==> src/rtl/cordic_share_arb.sv <==
// cordic_share_arb: round-robin share of one pipelined Cordic; each result returns with its requester id LAT+1 cycles after the handshake.
// Backpressure only with CORDIC_SHARE_ARB_STALL_EN (unaccepted result freezes Cordic, tag pipe and issue); otherwise res_rdy is ignored.
module cordic_share_arb #(
  parameter int NREQ = 4,
  parameter int DW   = 10,
  parameter int AW   = DW,
  parameter int ITER = DW,
  parameter int LAT  = ITER + 1,
  parameter int IDW  = (NREQ > 1) ? $clog2(NREQ) : 1
) (
  input  logic                 clk,
  input  logic                 rst,
  input  logic [NREQ-1:0]      req_valid,
  output logic [NREQ-1:0]      req_ready,
  input  logic [NREQ*DW-1:0]   req_x,
  input  logic [NREQ*DW-1:0]   req_y,
  input  logic [NREQ*AW-1:0]   req_a,
  output logic                 cor_en,
  output logic [DW-1:0]        cor_xin,
  output logic [DW-1:0]        cor_yin,
  output logic [AW-1:0]        cor_ain,
  input  logic [DW-1:0]        cor_xout,
  input  logic [DW-1:0]        cor_yout,
  input  logic [AW-1:0]        cor_arem,
  output logic                 res_valid,
  output logic [IDW-1:0]       res_id,
  output logic [DW-1:0]        res_x,
  output logic [DW-1:0]        res_y,
  output logic [AW-1:0]        res_a,
  input  logic                 res_rdy,
  output logic                 busy
);

  logic [IDW-1:0] ptr_q, ptr_d;
  logic [DW-1:0]  xin_q, xin_d;
  logic [DW-1:0]  yin_q, yin_d;
  logic [AW-1:0]  ain_q, ain_d;
  logic [LAT:0]   tag_vld_q, tag_vld_d;
  logic [IDW-1:0] tag_id_q [LAT+1];
  logic [IDW-1:0] tag_id_d [LAT+1];

  logic           grant_vld;
  logic [IDW-1:0] grant_idx;
  logic [IDW-1:0] cand;
  logic           hs;

`ifdef CORDIC_SHARE_ARB_STALL_EN
  assign cor_en = ~(res_valid & ~res_rdy);
`else
  logic unused_res_rdy;
  assign unused_res_rdy = res_rdy;
  assign cor_en         = 1'b1;
`endif

  // Search starts one past the last winner, so the last winner has lowest priority.
  always_comb begin
    grant_vld = 1'b0;
    grant_idx = '0;
    cand      = '0;
    for (int k = 1; k <= NREQ; k++) begin
      cand = IDW'((int'(ptr_q) + k) % NREQ);
      if (!grant_vld && req_valid[cand]) begin
        grant_vld = 1'b1;
        grant_idx = cand;
      end
    end
  end

  assign hs        = grant_vld & cor_en;
  assign req_ready = hs ? (NREQ'(1) << grant_idx) : '0;

  always_comb begin
    ptr_d     = ptr_q;
    xin_d     = xin_q;
    yin_d     = yin_q;
    ain_d     = ain_q;
    tag_vld_d = tag_vld_q;
    tag_id_d  = tag_id_q;
    // The tag pipe advances in lockstep with the Cordic stages.
    if (cor_en) begin
      tag_vld_d   = {tag_vld_q[LAT-1:0], hs};
      tag_id_d[0] = grant_idx;
      for (int i = 1; i <= LAT; i++) begin
        tag_id_d[i] = tag_id_q[i-1];
      end
    end
    if (hs) begin
      ptr_d = grant_idx;
      xin_d = req_x[int'(grant_idx)*DW +: DW];
      yin_d = req_y[int'(grant_idx)*DW +: DW];
      ain_d = req_a[int'(grant_idx)*AW +: AW];
    end
  end

  always_ff @(posedge clk) begin
    if (rst) begin
      ptr_q     <= IDW'(NREQ - 1);
      xin_q     <= '0;
      yin_q     <= '0;
      ain_q     <= '0;
      tag_vld_q <= '0;
      for (int i = 0; i <= LAT; i++) begin
        tag_id_q[i] <= '0;
      end
    end else begin
      ptr_q     <= ptr_d;
      xin_q     <= xin_d;
      yin_q     <= yin_d;
      ain_q     <= ain_d;
      tag_vld_q <= tag_vld_d;
      tag_id_q  <= tag_id_d;
    end
  end

  assign cor_xin   = xin_q;
  assign cor_yin   = yin_q;
  assign cor_ain   = ain_q;
  assign res_valid = tag_vld_q[LAT];
  assign res_id    = tag_id_q[LAT];
  assign res_x     = cor_xout;
  assign res_y     = cor_yout;
  assign res_a     = cor_arem;
  assign busy      = |tag_vld_q;

endmodule

==> config.mk <==
export PLATFORM = sky130hd
export DESIGN_NAME = cordic_share_arb
export DESIGN_NICKNAME = d
export VERILOG_FILES = /design/src/rtl/cordic_share_arb.sv
export SDC_FILE = /design/constraint.sdc
export NUM_CORES = 1
export LEC_CHECK = 0
export BUFFER_PORTS_ARGS = -buffer_cell sky130_fd_sc_hd__buf_4
export CORE_MARGIN = 2
export CORE_UTILIZATION = 34
export CTS_CLUSTER_DIAMETER = 100
export CTS_CLUSTER_SIZE = 14
export DETAILED_ROUTE_END_ITERATION = 7
export PLACE_DENSITY = 0.65
export RECOVER_POWER = 25
export SYNTH_ARGS = -nofsm -noshare
export SYNTH_HDL_FRONTEND = slang
export SYNTH_SLANG_ARGS = --single-unit
export TNS_END_PERCENT = 5
==> constraint.sdc <==
create_clock -name clk -period 3.4 [get_ports clk]
set_input_delay 0.68 -clock clk [delete_from_list [all_inputs] [get_ports clk]]
set_output_delay 0.68 -clock clk [all_outputs]
set_load 0.02 [all_outputs]
======== Yosys cells after proc, flatten, opt, wreduce, memory -nomap -nowiden ========
Index checks and enable logic that the tools add are counted.
word-level totals
  word-level logic and storage cells ...... 54
  register bits ........................... 68
cells by class
  multiplexer cells ....................... 17
  magnitude comparators ................... 4
  shifts and indexed selects .............. 4
  multipliers ............................. 1
  reductions and logical operators ........ 7
  add/sub/neg operators ................... 4
operators with widths
  kind                                                         count
  indexed part select 40 x 32 -> 10 bit                        2
  indexed part select 40 x 7 -> 10 bit                         1
  less-than comparator 2 x 3 -> 1 bit (second input constant)  4
  OR reduction 12 bit                                          1
  binary-select mux 1 bit (select 2 bit)                       4
  two-way mux 1 bit                                            8
  two-way mux 2 bit                                            4
  multiplier 2 x 3 -> 5 bit (second input constant)            1
  adder 2 x 1 -> 2 bit (second input constant)                 2
  adder 2 bit (second input constant)                          2
  two-way mux 4 bit                                            1
  left shift 1 x 2 -> 4 bit (first input constant)             1
  logical AND 1 bit                                            3
  zero test 1 bit                                              3

======== Logic depth before layout (Yosys ltp) ========
  depth in word-level cells ............... 15
  depth in mapped cells ................... 7
  depth with buffers taken out ............ 5

======== Worst setup path after synthesis ========
Ideal clock, no wire load.
  path type ............................... input port to output port
  start ................................... input port req_valid[0]
  end ..................................... output port req_ready[0]
  path buffers ............................ 1
  data arrival time ....................... 1.846 ns
  stages on the path ...................... 5
  required time ........................... 2.720 ns
  setup slack ............................. 0.874 ns
  path through ............................ nand2b_1 a21bo_2 clkbuf_1 nand3_1 nor3_1
on the way
  longest elaborated chain between the ends .. 14
  elaborated cells on any way between the ends .. 24
  those cells by class .................... shift: 1; mux: 17; reduce/logical: 6
ends and longest elaborated chain
  item                                     line  RTL
  start, declared                          13    input logic [NREQ-1:0] req_valid,
  binary-select mux 1 bit (select 2 bit)   62    if (!grant_vld && req_valid[cand]) begin
  two-way mux 1 bit (implied by the code)  62
  two-way mux 1 bit                        62
  zero test 1 bit                          62
  logical AND 1 bit                        62
  two-way mux 1 bit                        62
  zero test 1 bit                          62
  logical AND 1 bit                        62
  two-way mux 1 bit                        62
  zero test 1 bit                          62
  logical AND 1 bit                        62
  two-way mux 2 bit                        62
  left shift 1 x 2 -> 4 bit                70    assign req_ready = hs ? (NREQ'(1) << grant_idx) : '0;
  two-way mux 4 bit *                      70
  end, declared                            14    output logic [NREQ-1:0] req_ready,
Mark *: on every way between the ends. The rest lies on a longest branch, timed or not. The select of a mux whose other input is x is not followed.

======== Final worst setup path ========
  start ................................... input port req_valid[3]
  end ..................................... output port req_ready[3]
Same word-level chain as after synthesis.

==> flow_metrics.tcl <==
set metrics [dict create \
    status "completed" \
    nets 657 \
    cp.arrival_ps 1770 \
    die_w_um 110 \
    cts_tree "built" \
    fillers 1062 \
    yosys.area.top_type "dfxtp_1" \
    hold_start "tag_id_d[4]" \
    reg2reg_depth 6 \
    clk_pin_slew_ps 80 \
    p_seq_frac 0.372 \
    regToRegSetupSlack_ps 1400 \
    power_frac_clock 0.335 \
    cp-end-kind "output pin" \
    area_growth_pct 34.2 \
    startpoint_type "input pin" \
    rsz0062_at_grt "false" \
    ys_ff_latch 68 \
    finalNonFillerCells 645 \
    min_period_ps 2450 \
    cts_num_sinks 68 \
    whs_endpoint "tag_id_d[2]" \
    cts-resized-gates 0 \
    crit_type "in2out" \
    grt_first_pass_wirelength_um 15800 \
    finalSetupViolCount 0 \
    hold_depth 1 \
    ios 226 \
    via_count 3267 \
    clock.fmax_mhz 408 \
    antennaDiodeCount 0 \
    holdCritPathClass "reg2reg" \
    vias_per_cell 5.07 \
    synth_cell_types 29 \
    regToRegStartpoint "ptr_q[0]" \
    power_leakage_nw 2.27 \
    post_cts_buffers 0 \
    ys_warn_count 0 \
    drive_above_1_share 0.499 \
    synth_area_leaders "dfxtp_1 36%, a211oi_2 19%, mux2i_1 7.9%, buf_4 6.1%, o21bai_1 5.9%" \
    grt_start_max_net_pins 69 \
    p_int_mw 1.67 \
    wl_um 10500 \
    finalCritPeriodShare 0.722 \
    synthCells 380 \
    path_cells "buf_4 > nand2b_1 > a21bo_2 > and3_4 > nor2_1 > buf_4" \
    drc 0 \
    place_hpwl_um 7260 \
    power_density_nw_per_um2 470 \
    clock_path_buffers 2 \
    root_buffer "clkbuf_8" \
    ff_latch_area_sq_um 1360 \
    gp_congestion 0.737 \
    postCtsHoldBufs 0 \
    h-tree-depth 3 \
    switching_power_uw 717 \
    wl_per_cell_um 16.2 \
    drv_cap 0 \
    switching_share 0.300 \
    antenna_found_initial 0 \
    syn-num-nets 537 \
    core.rowCount 38 \
    cp_max_fo 19 \
    tightest_slew_ps 1280 \
    crit_required_ps 2720 \
    yosys.area.top_type_share 0.359 \
    portBuffers 163 \
    final_common_cell "buf_4" \
    cpMostUsedCell "buf_4" \
    critical_path.top_delay_family "simple AND/OR/NAND/NOR gates" \
    finClkSkew_ps 8.86 \
    core_region_area_sq_um 10800 \
    dieArea_sq_um 12000 \
    overflow 0 \
    ir_worst_vdd_mv 0.215 \
    setup_tns_ps 0 \
    finalHoldViolations 0 \
    critPathMaxStageDelay_ps 430 \
    ant_nets 0 \
    first_pass_iters 4 \
    multi_input_area_sq_um 1880 \
    clk_latency_ps 340 \
    synth.avg_cell_area_sq_um 9.97 \
    reg2reg_to "cor_xin[7]" \
    initial_core_util 0.349 \
    relSlewSlack 0.146 \
    p_comb_frac 0.294 \
    syn_area_sq_um 3790 \
    drt-initial-drc-count 112 \
    final_cell_mix "169 x buf_4, 68 x dfxtp_1, 59 x a211oi_2, 34 x nor2b_1" \
    synth_seq_area_share 0.359 \
    die_h_um 110 \
    drv_slew 0 \
    cp_num_buf_inv 2 \
    grt_pass1_vias 3182 \
    grt.total_usage 0.172 \
    numCtsBuffers 9 \
    dp.cells 629 \
    crit_slowest_cell "and3_4" \
]
[metrics by stage]
step                worst slack [ps]  total power, mW   util  hold WS [ps]  instance area (sq um)
floorplan                        874             1.40      -           414                   3790
global placement                 915             1.61  0.447           419                   4850
detailed placement               907             1.62  0.447           427                   4850
CTS                              917             2.43  0.469           441                   5090
global route                     848             2.52  0.469           454                   5090
finish                           946             2.39  0.469           433                   5090
[worst reg2reg max path: stages (launching register included)]
cell and delay, ps:
dfxtp_1 330, nand2b_1 140, a21o_2 180, and3_4 430, buf_12 340, mux2i_1 350
a211oi_2 90
[cell type report]
cell class,instances,area share
clock buffer,10,0.0251
tap,140,0.0344
inverter,30,0.0221
sequential,68,0.268
timing repair buffer,172,0.258
clock inverter,6,0.0219
multi-input combinational,219,0.370
[cells in the mapped netlist]
| cell type | number |
|---|---|
| buf_12 | 4 |
| o21bai_1 | 30 |
| a211oi_2 | 59 |
| and3_4 | 1 |
| a31oi_1 | 30 |
| clkbuf_1 | 18 |
| o21ai_1 | 1 |
| nor3_1 | 1 |
| a21o_2 | 1 |
| nor2_1 | 9 |
| a21oi_1 | 2 |
| conb_1 | 1 |
| o22a_1 | 1 |
| nand3_1 | 2 |
| and2_1 | 1 |
| dfxtp_1 | 68 |
| nand2_1 | 4 |
| a211oi_1 | 1 |
| a21bo_2 | 1 |
| o21a_1 | 1 |
| nor4_1 | 4 |
| nor2b_1 | 34 |
| inv_1 | 30 |
| buf_6 | 3 |
| nand2b_1 | 4 |
| o21ai_2 | 1 |
| buf_2 | 7 |
| mux2i_1 | 30 |
| buf_4 | 31 |
[sequential cells by signal, summed over array words and instances (netlist names)]
signal	flops
cor_ain	10
cor_xin	10
tag_vld_q	12
tag_id_d	22
ptr_q	2
cor_yin	10
res_id	2
[how the worst max path moves through the flow]
stage / startpoint / endpoint / slack [ps] / cells after the start
floorplan: req_valid[0] / req_ready[0] / 870 / 5
global placement: req_valid[3] / req_ready[3] / 910 / 5
detailed placement: req_valid[1] / cor_yin[4] / 910 / 7
CTS: req_valid[3] / req_ready[3] / 920 / 6
global route: req_valid[3] / req_ready[3] / 850 / 6
finish: req_valid[3] / req_ready[3] / 950 / 6
[metal layers]
metal / wire, um / up-vias / global-route usage
li1: - / 1562 / -
met1: 4390 / 1535 / 0.200
met4: 129 / 0 / 0.0570
met2: 4980 / 154 / 0.299
met3: 980 / 16 / 0.0528
met5: 0 / - / 0
[power by group through the flow]
| stage | Clock (mW) | Combinational, mW | Sequential (mW) |
|---|---|---|---|
| after floorplan | 0 | 0.441 | 0.963 |
| after detailed placement | 0 | 0.713 | 0.906 |
| final | 0.800 | 0.702 | 0.888 |
| after global routing | 0.873 | 0.752 | 0.896 |
| after CTS | 0.833 | 0.713 | 0.889 |
| after global placement | 0 | 0.705 | 0.904 |
[cell families (layout without fill, tap and decap cells)]
kind of cell / Yosys count / count (layout) / share of synthesized area
multiplexers: 30 / 30 / 0.0793
other: 1 / 1 / 0.000990
flip-flops: 68 / 68 / 0.359
AND/OR/NAND/NOR: 60 / 60 / 0.0908
buffers and inverters: 93 / 218 / 0.148
AO/OA/AOI/OAI: 128 / 128 / 0.321
Note: power is estimated with default switching activity, not from simulation.
